==> src/rtl/pulse_encoder.sv <==
// Transmit side of the pulse-interval optical link: serialises one frame into single-cycle pulses.
// Ports: clock/reset (sync, active-high), data/start in, ready/signal/done out.
// Latency: start pulse one cycle after acceptance; done strobes in the first IDLE cycle after the trailer.
// Backpressure: ready is high only in IDLE; start while ready is low is ignored.
module pulse_encoder #(
    parameter int FRAME_SIZE    = 8,
    parameter int INTERVAL_LOW  = 4,
    parameter int INTERVAL_HIGH = 8,
    parameter int GAP_CYCLES    = 10
) (
    input  logic                  clock,
    input  logic                  reset,
    input  logic [FRAME_SIZE-1:0] data,
    input  logic                  start,
    output logic                  ready,
    output logic                  signal,
    output logic                  done
);

    localparam int CW = $clog2(GAP_CYCLES + 1);
    localparam int BW = $clog2(FRAME_SIZE) + 1;

    // Terminal values of the low/trail counter (it counts 0..N-1).
    localparam logic [CW-1:0] LOW0_LAST = CW'(INTERVAL_LOW - 2);
    localparam logic [CW-1:0] LOW1_LAST = CW'(INTERVAL_HIGH - 2);
    localparam logic [CW-1:0] GAP_LAST  = CW'(GAP_CYCLES - 1);
    localparam logic [BW-1:0] BIT_LAST  = BW'(FRAME_SIZE - 1);

    // Reject parameter sets that would produce adjacent pulses or a trailer
    // too short to time out a decoder stuck mid-frame.
    if (FRAME_SIZE < 1 || INTERVAL_LOW < 2 || INTERVAL_HIGH <= INTERVAL_LOW ||
        GAP_CYCLES < INTERVAL_HIGH + 2) begin : g_param_check
        $error("pulse_encoder: illegal parameter combination");
    end

    typedef enum logic [2:0] {
        S_IDLE,
        S_START,
        S_LOW,
        S_PULSE,
        S_TRAIL
    } state_t;

    state_t                state_q, state_d;
    logic [FRAME_SIZE-1:0] shift_q, shift_d;
    logic [CW-1:0]         cnt_q,   cnt_d;
    logic [BW-1:0]         bit_q,   bit_d;
    logic                  done_q,  done_d;

    always_ff @(posedge clock) begin
        if (reset) begin
            state_q <= S_IDLE;
            shift_q <= '0;
            cnt_q   <= '0;
            bit_q   <= '0;
            done_q  <= 1'b0;
        end else begin
            state_q <= state_d;
            shift_q <= shift_d;
            cnt_q   <= cnt_d;
            bit_q   <= bit_d;
            done_q  <= done_d;
        end
    end

    always_comb begin
        state_d = state_q;
        shift_d = shift_q;
        cnt_d   = cnt_q;
        bit_d   = bit_q;
        done_d  = 1'b0;
        case (state_q)
            S_IDLE: begin
                if (start) begin
                    shift_d = data;
                    bit_d   = '0;
                    cnt_d   = '0;
                    state_d = S_START;
                end
            end
            S_START: begin
                cnt_d   = '0;
                state_d = S_LOW;
            end
            S_LOW: begin
                // Gap length is chosen by the bit currently at the LSB.
                if (cnt_q == (shift_q[0] ? LOW1_LAST : LOW0_LAST)) begin
                    cnt_d   = '0;
                    state_d = S_PULSE;
                end else begin
                    cnt_d = cnt_q + CW'(1);
                end
            end
            S_PULSE: begin
                if (bit_q == BIT_LAST) begin
                    cnt_d   = '0;
                    state_d = S_TRAIL;
                end else begin
                    shift_d = shift_q >> 1;
                    bit_d   = bit_q + BW'(1);
                    state_d = S_LOW;
                end
            end
            S_TRAIL: begin
                if (cnt_q == GAP_LAST) begin
                    cnt_d   = '0;
                    done_d  = 1'b1;
                    state_d = S_IDLE;
                end else begin
                    cnt_d = cnt_q + CW'(1);
                end
            end
            default: state_d = S_IDLE;
        endcase
    end

    assign ready  = (state_q == S_IDLE);
    assign signal = (state_q == S_START) || (state_q == S_PULSE);
    // done_q is only set on the TRAIL->IDLE transition, so it coincides with ready.
    assign done   = done_q;

endmodule
==> config.mk <==
export PLATFORM = sky130hd
export DESIGN_NAME = pulse_encoder
export DESIGN_NICKNAME = d
export VERILOG_FILES = /design/src/rtl/pulse_encoder.sv
export SDC_FILE = /design/constraint.sdc
export NUM_CORES = 1
export LEC_CHECK = 0
export BUFFER_PORTS_ARGS = -buffer_cell sky130_fd_sc_hd__clkbuf_2
export CORE_AREA = 2 2 48 50
export DETAILED_ROUTE_END_ITERATION = 10
export DIE_AREA = 0 0 50 52
export HOLD_SLACK_MARGIN = 0.05
export PLACE_DENSITY_LB_ADDON = 0.1
export SETUP_SLACK_MARGIN = 0.2
export SLEW_MARGIN = 20
export SYNTH_ARGS = -nofsm -noshare
export SYNTH_HDL_FRONTEND = slang
export SYNTH_SLANG_ARGS = --single-unit
==> constraint.sdc <==
create_clock -name clock -period 1.9 [get_ports clock]
set_input_delay 0.095 -clock clock [delete_from_list [all_inputs] [get_ports clock]]
set_output_delay 0.095 -clock clock [all_outputs]
set_load 0.005 [all_outputs]
==> results of run 1 <==
path summary, 6_finish.rpt:
| kind | startpoint | end | slack, ns | cells past startpoint |
|---|---|---|---|---|
| worst max-delay path | cnt_q[1] | cnt_q[3] | 0.28 | 4 |
| worst min-delay path | data[6] | shift_q[6] | 0.11 | 3 |
| worst min register to register | shift_q[7] | shift_q[7] | 0.48 | 2 |
| worst max register to register | cnt_q[1] | cnt_q[3] | 0.28 | 4 |
timing repair:
item | CTS | global route
gates resized for setup | 0 | 4
hold buffers | 0 | 0
setup buffers | 0 | 0
endpoints found under the setup margin | 0 | 10
power groups by stage:
stage	clock network, mW	logic, mW	registers (mW)
after CTS	0.362	0.228	0.493
final	0.357	0.228	0.494
after global routing	0.374	0.258	0.500
after floorplan	0	0.194	0.484
after global placement	0	0.222	0.499
after detailed placement	0	0.227	0.503
registers in the layout (all words and copies together), names as in the netlist:
signal and count:
bit_q 4, cnt_q 4, done 1, shift_q 8, state_q 3
cell type report:
type / count / area [um2]
Multi-Input combinational cell: 92 / 657
Sequential cell: 20 / 402
Fill cell: 201 / 857
Timing Repair Buffer: 18 / 103
Tap cell: 28 / 35.0
Clock inverter: 1 / 30.0
Clock buffer: 3 / 22.5
worst max-delay path: stages (launching register included):
cell	delay, ns
dfxtp_1	0.39
or4bb_1	0.57
nand3_2	0.16
nand2_1	0.08
a221o_1	0.33
Yosys cell counts (2+ instances only):
master and count:
nand2b_1 2, o31ai_1 2, buf_2 4, nor4_1 3, a311oi_1 7, a21oi_1 15, or4_1 2, mux2i_1 9
nor2_1 4, clkbuf_1 2, buf_4 2, buf_6 2, nor2b_1 3, dfxtp_1 20, nand3b_1 3, o21ai_0 4
a221o_1 2, and3b_1 3, nand2_1 12, nand3_1 4
metrics by stage:
stage | utilization (%) | hold slack (ns)
global placement | 56.3 | 0.435
detailed placement | 56.3 | 0.446
CTS | 58.8 | 0.108
global route | 59.3 | 0.127
floorplan | - | 0.251
finish | 59.3 | 0.107
cell families after synthesis:
logic type               count (synthesis)
multiplexers                            10
AO/OA/AOI/OAI                           35
XOR/XNOR                                 1
buffers and inverters                   10
adder cells (fa/ha/maj)                  1
AND/OR/NAND/NOR                         45
flip-flops                              20
routing by layer:
layer  GRT usage (%)  share of wire [%]  up-vias
met1            24.0                 46      450
met4            13.0                2.4        0
li1                -                  -      489
met2            32.9                 48       21
met5               0                  0        -
met3            3.45                3.6        6
cell usage in the layout (no fill, tap or decap), types with 2 or more instances in the layout:
cell type and instances:
nand2b_1 2, nor2b_1 3, nor2_1 4, dfxtp_1 19
o21ai_0 3, nand3b_1 3, mux2i_1 9, clkbuf_4 3
nand3_1 3, nand2_1 12, or4_1 2, and3b_1 3
clkbuf_2 13, buf_4 5, nor4_1 3, a221o_1 2
a21oi_1 15, a311oi_1 7
==> results.sh, run 1 <==
export IMPL_status="completed"
export IMPL_synthMuxAreaShare_pct=9.45
export IMPL_period_share_pct=85.4
export IMPL_dp_cells=158
export IMPL_gp_congestion=0.819
export IMPL_ios=14
export IMPL_rows=17
export IMPL_post_place_ws_ns=0.233
export IMPL_fmax_mhz=616
export IMPL_finalPower_mw=1.08
export IMPL_vias_per_cell=5.96
export IMPL_p_seq_share_pct=45.7
export IMPL_synth_fa_ha_area_share_pct=1.12
export IMPL_grt_pass1_vias=915
export IMPL_arrival_ns=1.84
export IMPL_yosysTopAreaCell="dfxtp_1"
export IMPL_finClkSkew_ns=0.00310
export IMPL_tightest_slew_ns=0.703
export IMPL_clock_latency_ns=0.31
export IMPL_grt_first_pass_wirelength_um=3900
export IMPL_ys_top_cells_by_area="dfxtp_1, mux2i_1, a21oi_1, a311oi_1, nand2_1"
export IMPL_synth_top_flop_cell="dfxtp_1"
export IMPL_die_width_um=50
export IMPL_grt_ovfl_total=0
export IMPL_power_density_nw_per_um2=864
export IMPL_layout_setup_ws_ns=0.277
export IMPL_die_h_um=52
export IMPL_cp_required_ns=2.11
export IMPL_yosysTopAreaCellShare_pct=36.0
export IMPL_drc=0
export IMPL_coreArea_um2=2110
export IMPL_place_area_um2=1180
export IMPL_portBuffers=13
export IMPL_rsz0062_at_grt="false"
export IMPL_syn_inst=122
export IMPL_final_antenna_net_count=0
export IMPL_syn2layout_area_growth_pct=12.3
export IMPL_synth_top_family_by_area="simple AND/OR/NAND/NOR gates"
export IMPL_endpoint_kind="flop"
export IMPL_synth_xor_area_share_pct=0.787
export IMPL_start_util_pct=52.8
export IMPL_num_vias=966
export IMPL_syn_nets=134
export IMPL_combPwrFrac_pct=21.2
export IMPL_grt_max_degree=23
export IMPL_crit_fanout=7
export IMPL_clockRootBuffer="clkbuf_4"
export IMPL_synth_simple_gate_area_share_pct=24.5
export IMPL_nets=147
export IMPL_p_clk_share_pct=33.1
export IMPL_dp_hpwl_um=1660
export IMPL_die_area_um2=2600
export IMPL_ir_drop_mv=0.582
export IMPL_cts_clk_slew_worst_paths_ns=0.12
export IMPL_hold_class="input pin to flop"
export IMPL_tritoncts="built"
export IMPL_fin_tns_setup_ns=0
export IMPL_final_area_um2=1250
export IMPL_synth_warnings=0
export IMPL_synth_area_per_cell_um2=9.12
export IMPL_grt_usage_pct=20.0
export IMPL_netlist_area_um2=1110
export IMPL_clock_sinks=20
export IMPL_p_sw_share_pct=27.9
export IMPL_drt_iter0_drc=17
export IMPL_p_leak_nw=0.457
export IMPL_setup_violations_final=0
export IMPL_power_switching_mw=0.301
export IMPL_wl_um=2280
export IMPL_cts_buffers=3
export IMPL_finalNonFillerCells=162
export IMPL_async_reset_ff_share_pct=0
export IMPL_diodes=0
export IMPL_relSlewSlack_pct=52.7
export IMPL_yosysSeqAreaShare_pct=36.0
export IMPL_htree_levels=1
export IMPL_synth_seq_cells=20
export IMPL_cap_violations=0
export IMPL_first_pass_iters=4
export IMPL_synth_edf_count=0
export IMPL_antenna_found_initial=0
export IMPL_wl_per_cell_um=14.0
export IMPL_synth_cell_types=37
export IMPL_critPathKind="flop to flop"
export IMPL_drive_gt1_share_pct=22.4
export IMPL_min_period_ns=1.62
export IMPL_p_int_mw=0.778
export IMPL_synth_compound_area_share_pct=22.3
export IMPL_ctsLongestPathBuffers=2
export IMPL_setup_worst_path_start_class="flop"
export IMPL_finalHoldViolations=0
export IMPL_drv_slew=0
(Power assumes the default switching activity.)
==> run 2, diff against run 1 <==
--- a/config.mk
+++ b/config.mk
@@ -6,9 +6,9 @@
 export NUM_CORES = 1
 export LEC_CHECK = 0
 export BUFFER_PORTS_ARGS = -buffer_cell sky130_fd_sc_hd__clkbuf_2
-export CORE_AREA = 2 2 48 50
+export CORE_AREA = 2 2 55 44
 export DETAILED_ROUTE_END_ITERATION = 10
-export DIE_AREA = 0 0 50 52
+export DIE_AREA = 0 0 57 46
 export HOLD_SLACK_MARGIN = 0.05
 export PLACE_DENSITY_LB_ADDON = 0.1
 export SETUP_SLACK_MARGIN = 0.2
==> results.sh, run 2 (synthesis gave the netlist of run 1 again) <==
export IMPL_status="completed"
export IMPL_drv_slew=0
export IMPL_vias_per_cell=5.81
export IMPL_cts_buffers=3
export IMPL_post_route_util_pct=58.2
export IMPL_drc=0
export IMPL_period_share_pct=85.4
export IMPL_htree_levels=1
export IMPL_min_period_ns=1.62
export IMPL_wl_per_cell_um=14.1
export IMPL_grt_first_pass_wirelength_um=3730
export IMPL_ios=14
export IMPL_antenna_found_initial=0
export IMPL_clock_sinks=20
export IMPL_gp_congestion=0.821
export IMPL_drive_gt1_share_pct=25.2
export IMPL_arrival_ns=1.82
export IMPL_layout_common_cells="dfxtp_1, a21oi_1, clkbuf_2"
export IMPL_largest_reg_flops=8
export IMPL_wl_um=2250
export IMPL_tightest_slew_ns=0.436
export IMPL_clockRootBuffer="clkbuf_4"
export IMPL_tritoncts="built"
export IMPL_rows=15
export IMPL_die_area_um2=2620
export IMPL_first_pass_iters=4
export IMPL_final_antenna_net_count=0
export IMPL_filler_cell_count=199
export IMPL_layout_setup_ws_ns=0.278
export IMPL_cts_clk_slew_worst_paths_ns=0.11
export IMPL_nets=148
export IMPL_die_h_um=46
export IMPL_dp_cells=156
export IMPL_num_vias=930
export IMPL_cp_required_ns=2.10
export IMPL_fmax_mhz=617
export IMPL_hold_class="input pin to flop"
export IMPL_post_cts_setup_buffers=0
export IMPL_ctsLongestPathBuffers=2
export IMPL_finalNonFillerCells=160
export IMPL_drt_iter0_drc=32
export IMPL_diodes=0
export IMPL_cap_violations=0
export IMPL_finClkSkew_ns=0.00129
export IMPL_critPathKind="flop to flop"
export IMPL_fin_tns_setup_ns=0
export IMPL_top_register="shift_q"
export IMPL_rsz0062_at_grt="true"
export IMPL_clock_latency_ns=0.30
export IMPL_dp_hpwl_um=1580
export IMPL_portBuffers=13
export IMPL_endpoint_kind="flop"
export IMPL_finalHoldViolations=0
export IMPL_grt_max_degree=23
export IMPL_relSlewSlack_pct=70.9
export IMPL_crit_fanout=7
export IMPL_ir_drop_mv=0.538
export IMPL_syn2layout_area_growth_pct=11.9
export IMPL_top_regs="shift_q: 8 flops, bit_q: 4 flops, cnt_q: 4 flops"
export IMPL_p_leak_nw=0.456
export IMPL_coreArea_um2=2140
export IMPL_start_util_pct=52.0
export IMPL_grt_usage_pct=19.1
export IMPL_final_common_cell="dfxtp_1"
export IMPL_setup_violations_final=0
export IMPL_post_place_ws_ns=0.223
export IMPL_grt_ovfl_total=0
export IMPL_setup_worst_path_start_class="flop"
export IMPL_grt_pass1_vias=839
export IMPL_die_width_um=57
export IMPL_power_density_nw_per_um2=783
run 2: layer usage:
layer  global-route usage, %  up-vias  part of all wire, %
met2                    29.7       16                   42
met1                    25.8      420                   53
met3                    5.97        2                  3.4
met5                       0        -                    0
li1                        -      492                    -
met4                    5.58        0                 0.93
run 2: power by group:
part           leakage [nW]  switching, mW  total [mW]  internal (mW)
Combinational         0.270          0.124       0.231          0.107
Sequential            0.165         0.0369       0.496          0.459
Clock                0.0210          0.130       0.247          0.117
run 2: final timing paths:
kind,cells after the start,slack (ns),startpoint,endpoint
hold reg to reg,2,0.49,shift_q[7],shift_q[7]
hold / removal,3,0.12,data[5],shift_q[5]
setup reg to reg,4,0.28,cnt_q[1],cnt_q[3]
setup / recovery,4,0.28,cnt_q[1],cnt_q[3]
run 2: cell type report:
class                      count  area (um2)  share of cell area, %
tap                           25        31.3                   2.51
multi-input combinational     92         663                   53.3
timing repair buffer          19         110                   8.84
clock buffer                   4        36.3                   2.91
sequential                    20         404                   32.5
run 2: per-stage QoR:
stage               cell area [um2]  hold WS, ns  power (mW)
floorplan                      1110        0.251       0.678
global placement               1190        0.432       0.724
detailed placement             1190        0.444       0.730
CTS                            1220        0.112       0.982
global route                   1240        0.118        1.04
finish                         1240        0.117       0.974
run 2: repair_timing:
item                                    4_1_cts  5_1_grt
hold buffers                                  0        0
gates resized for setup                       0        6
endpoints found under the setup margin        0       10
run 2: critical path, cell delays in order (launching register included):
cell     delay [ns]
dfxtp_1        0.37
or4bb_1        0.57
nand3_2        0.16
nand2_1        0.09
a221o_1        0.33
==> run 3, diff against run 2 <==
--- a/config.mk
+++ b/config.mk
@@ -6,9 +6,9 @@
 export NUM_CORES = 1
 export LEC_CHECK = 0
 export BUFFER_PORTS_ARGS = -buffer_cell sky130_fd_sc_hd__clkbuf_2
-export CORE_AREA = 2 2 55 44
+export CORE_AREA = 3 3 56 45
 export DETAILED_ROUTE_END_ITERATION = 10
-export DIE_AREA = 0 0 57 46
+export DIE_AREA = 0 0 59 48
 export HOLD_SLACK_MARGIN = 0.05
 export PLACE_DENSITY_LB_ADDON = 0.1
 export SETUP_SLACK_MARGIN = 0.2
==> results.sh, run 3 (synthesis gave the netlist of run 1 again) <==
export IMPL_wl_met3_um=84
export IMPL_finClkSkew_ns=0.00463
export IMPL_gp_congestion=0.789
export IMPL_final_antenna_net_count=0
export IMPL_grt_ovfl_total=0
export IMPL_reg2reg_to="cnt_q[3]"
export IMPL_post_route_util_pct=61.3
export IMPL_dp_hpwl_um=1610
export IMPL_min_period_ns=1.62
export IMPL_clock_latency_ns=0.30
export IMPL_grt_first_pass_wirelength_um=3510
export IMPL_endpoint_kind="flop"
export IMPL_dr_wl_met2_um=1010
export IMPL_multiInputGateArea_um2=658
export IMPL_rr_worst_depth=4
export IMPL_drive_gt1_share_pct=24.6
export IMPL_cap_violations=0
export IMPL_fmax_mhz=616
export IMPL_htree_levels=1
export IMPL_grt_usage_pct=16.6
export IMPL_routed_top_layer="met4"
export IMPL_power_density_nw_per_um2=752
export IMPL_cp_required_ns=2.09
export IMPL_period_share_pct=85.4
export IMPL_filler_cell_count=191
export IMPL_nets=148
export IMPL_setup_worst_path_start_class="flop"
export IMPL_rows=14
export IMPL_ctsLongestPathBuffers=2
export IMPL_top_regs="shift_q: 8 flops, bit_q: 4 flops, cnt_q: 4 flops"
export IMPL_die_width_um=59
export IMPL_wl_um=2240
export IMPL_grt_max_degree=23
export IMPL_cts_buffers=3
export IMPL_syn2layout_area_growth_pct=10.1
export IMPL_ios=14
export IMPL_wl_per_cell_um=14.2
export IMPL_cts_resized=0
export IMPL_clock_sinks=20
export IMPL_grt_pass1_vias=792
export IMPL_rsz0062_at_grt="true"
export IMPL_wirelength_met1_um=1130
export IMPL_hold_class="input pin to flop"
export IMPL_post_cts_setup_buffers=0
export IMPL_p_seq_share_pct=53.6
export IMPL_num_vias=938
export IMPL_coreArea_um2=2000
export IMPL_postCtsHoldBufs=0
export IMPL_first_pass_iters=4
export IMPL_critPathKind="flop to flop"
export IMPL_ir_drop_mv=0.398
export IMPL_startpoint="cnt_q[1]"
export IMPL_diodes=0
export IMPL_die_area_um2=2830
export IMPL_p_int_mw=0.642
export IMPL_clockRootBuffer="clkbuf_4"
export IMPL_arrival_ns=1.81
export IMPL_r2r_slack_ns=0.28
export IMPL_setup_violations_final=0
export IMPL_start_util_pct=55.7
export IMPL_combPwrFrac_pct=25.5
export IMPL_finalPower_mw=0.921
export IMPL_portBuffers=13
export IMPL_p_leak_nw=0.448
export IMPL_p_clk_share_pct=20.9
export IMPL_finalHoldViolations=0
export IMPL_status="completed"
export IMPL_final_common_cell="dfxtp_1"
export IMPL_cts_clk_slew_worst_paths_ns=0.10
export IMPL_die_h_um=48
export IMPL_relSlewSlack_pct=71.2
export IMPL_tritoncts="built"
export IMPL_drt_iter0_drc=37
export IMPL_critical_path_endpoint="cnt_q[3]"
export IMPL_layout_common_cells="dfxtp_1, a21oi_1, clkbuf_2"
export IMPL_fin_tns_setup_ns=0
export IMPL_vias_per_cell=5.94
export IMPL_drc=0
export IMPL_drv_slew=0
export IMPL_largest_reg_flops=8
export IMPL_top_register="shift_q"
export IMPL_tightest_slew_ns=0.429
export IMPL_crit_fanout=7
export IMPL_r2r_start="cnt_q[1]"
export IMPL_p_sw_share_pct=30.2
export IMPL_ff_latch_area_um2=404
export IMPL_power_switching_mw=0.278
export IMPL_antenna_found_initial=0
==> run 3: stage by stage <==
| step | hold slack, ns | setup slack [ns] | cells | cell area [um2] |
|---|---|---|---|---|
| after floorplan | 0.251 | 0.288 | 122 | 1110 |
| after global placement | 0.436 | 0.256 | 155 | 1190 |
| after detailed placement | 0.447 | 0.228 | 155 | 1190 |
| after CTS | 0.119 | 0.204 | 158 | 1210 |
| after global routing | 0.151 | 0.185 | 158 | 1220 |
| final | 0.127 | 0.276 | 158 | 1220 |
==> run 3: worst min-delay path by stage <==
stage,startpoint,endpoint,slack [ns],cells past startpoint
finish,data[4],shift_q[4],0.13,3
global route,data[3],shift_q[3],0.15,3
CTS,data[4],shift_q[4],0.12,3
detailed placement,data[4],shift_q[4],0.45,3
global placement,data[3],shift_q[3],0.44,3
floorplan,reset,state_q[0],0.25,2
==> run 3: power by group through the flow <==
stage	combinational, mW	sequential [mW]	clock [mW]
floorplan	0.194	0.484	0
global placement	0.228	0.500	0
detailed placement	0.229	0.502	0
CTS	0.230	0.492	0.205
global route	0.260	0.499	0.214
finish	0.235	0.493	0.192
==> run 3: final cells by class <==
class                           count  share of cell area (%)
Clock buffer                        3                    1.84
Multi-Input combinational cell     92                    53.7
Sequential cell                    20                    33.0
Tap cell                           24                    2.45
Timing Repair Buffer               19                    8.99
==> run 3: routing by layer <==
metal / vias to the layer above / track usage, %
li1: 491 / -
met1: 433 / 23.1
met2: 12 / 25.1
met3: 2 / 5.12
met4: 0 / 4.07
met5: - / 0
==> run 3: critical path: stages, from the launching register on <==
cell     delay, ns
dfxtp_1       0.37
or4bb_1       0.56
nand3_2       0.16
nand2_1       0.09
a221o_1       0.33
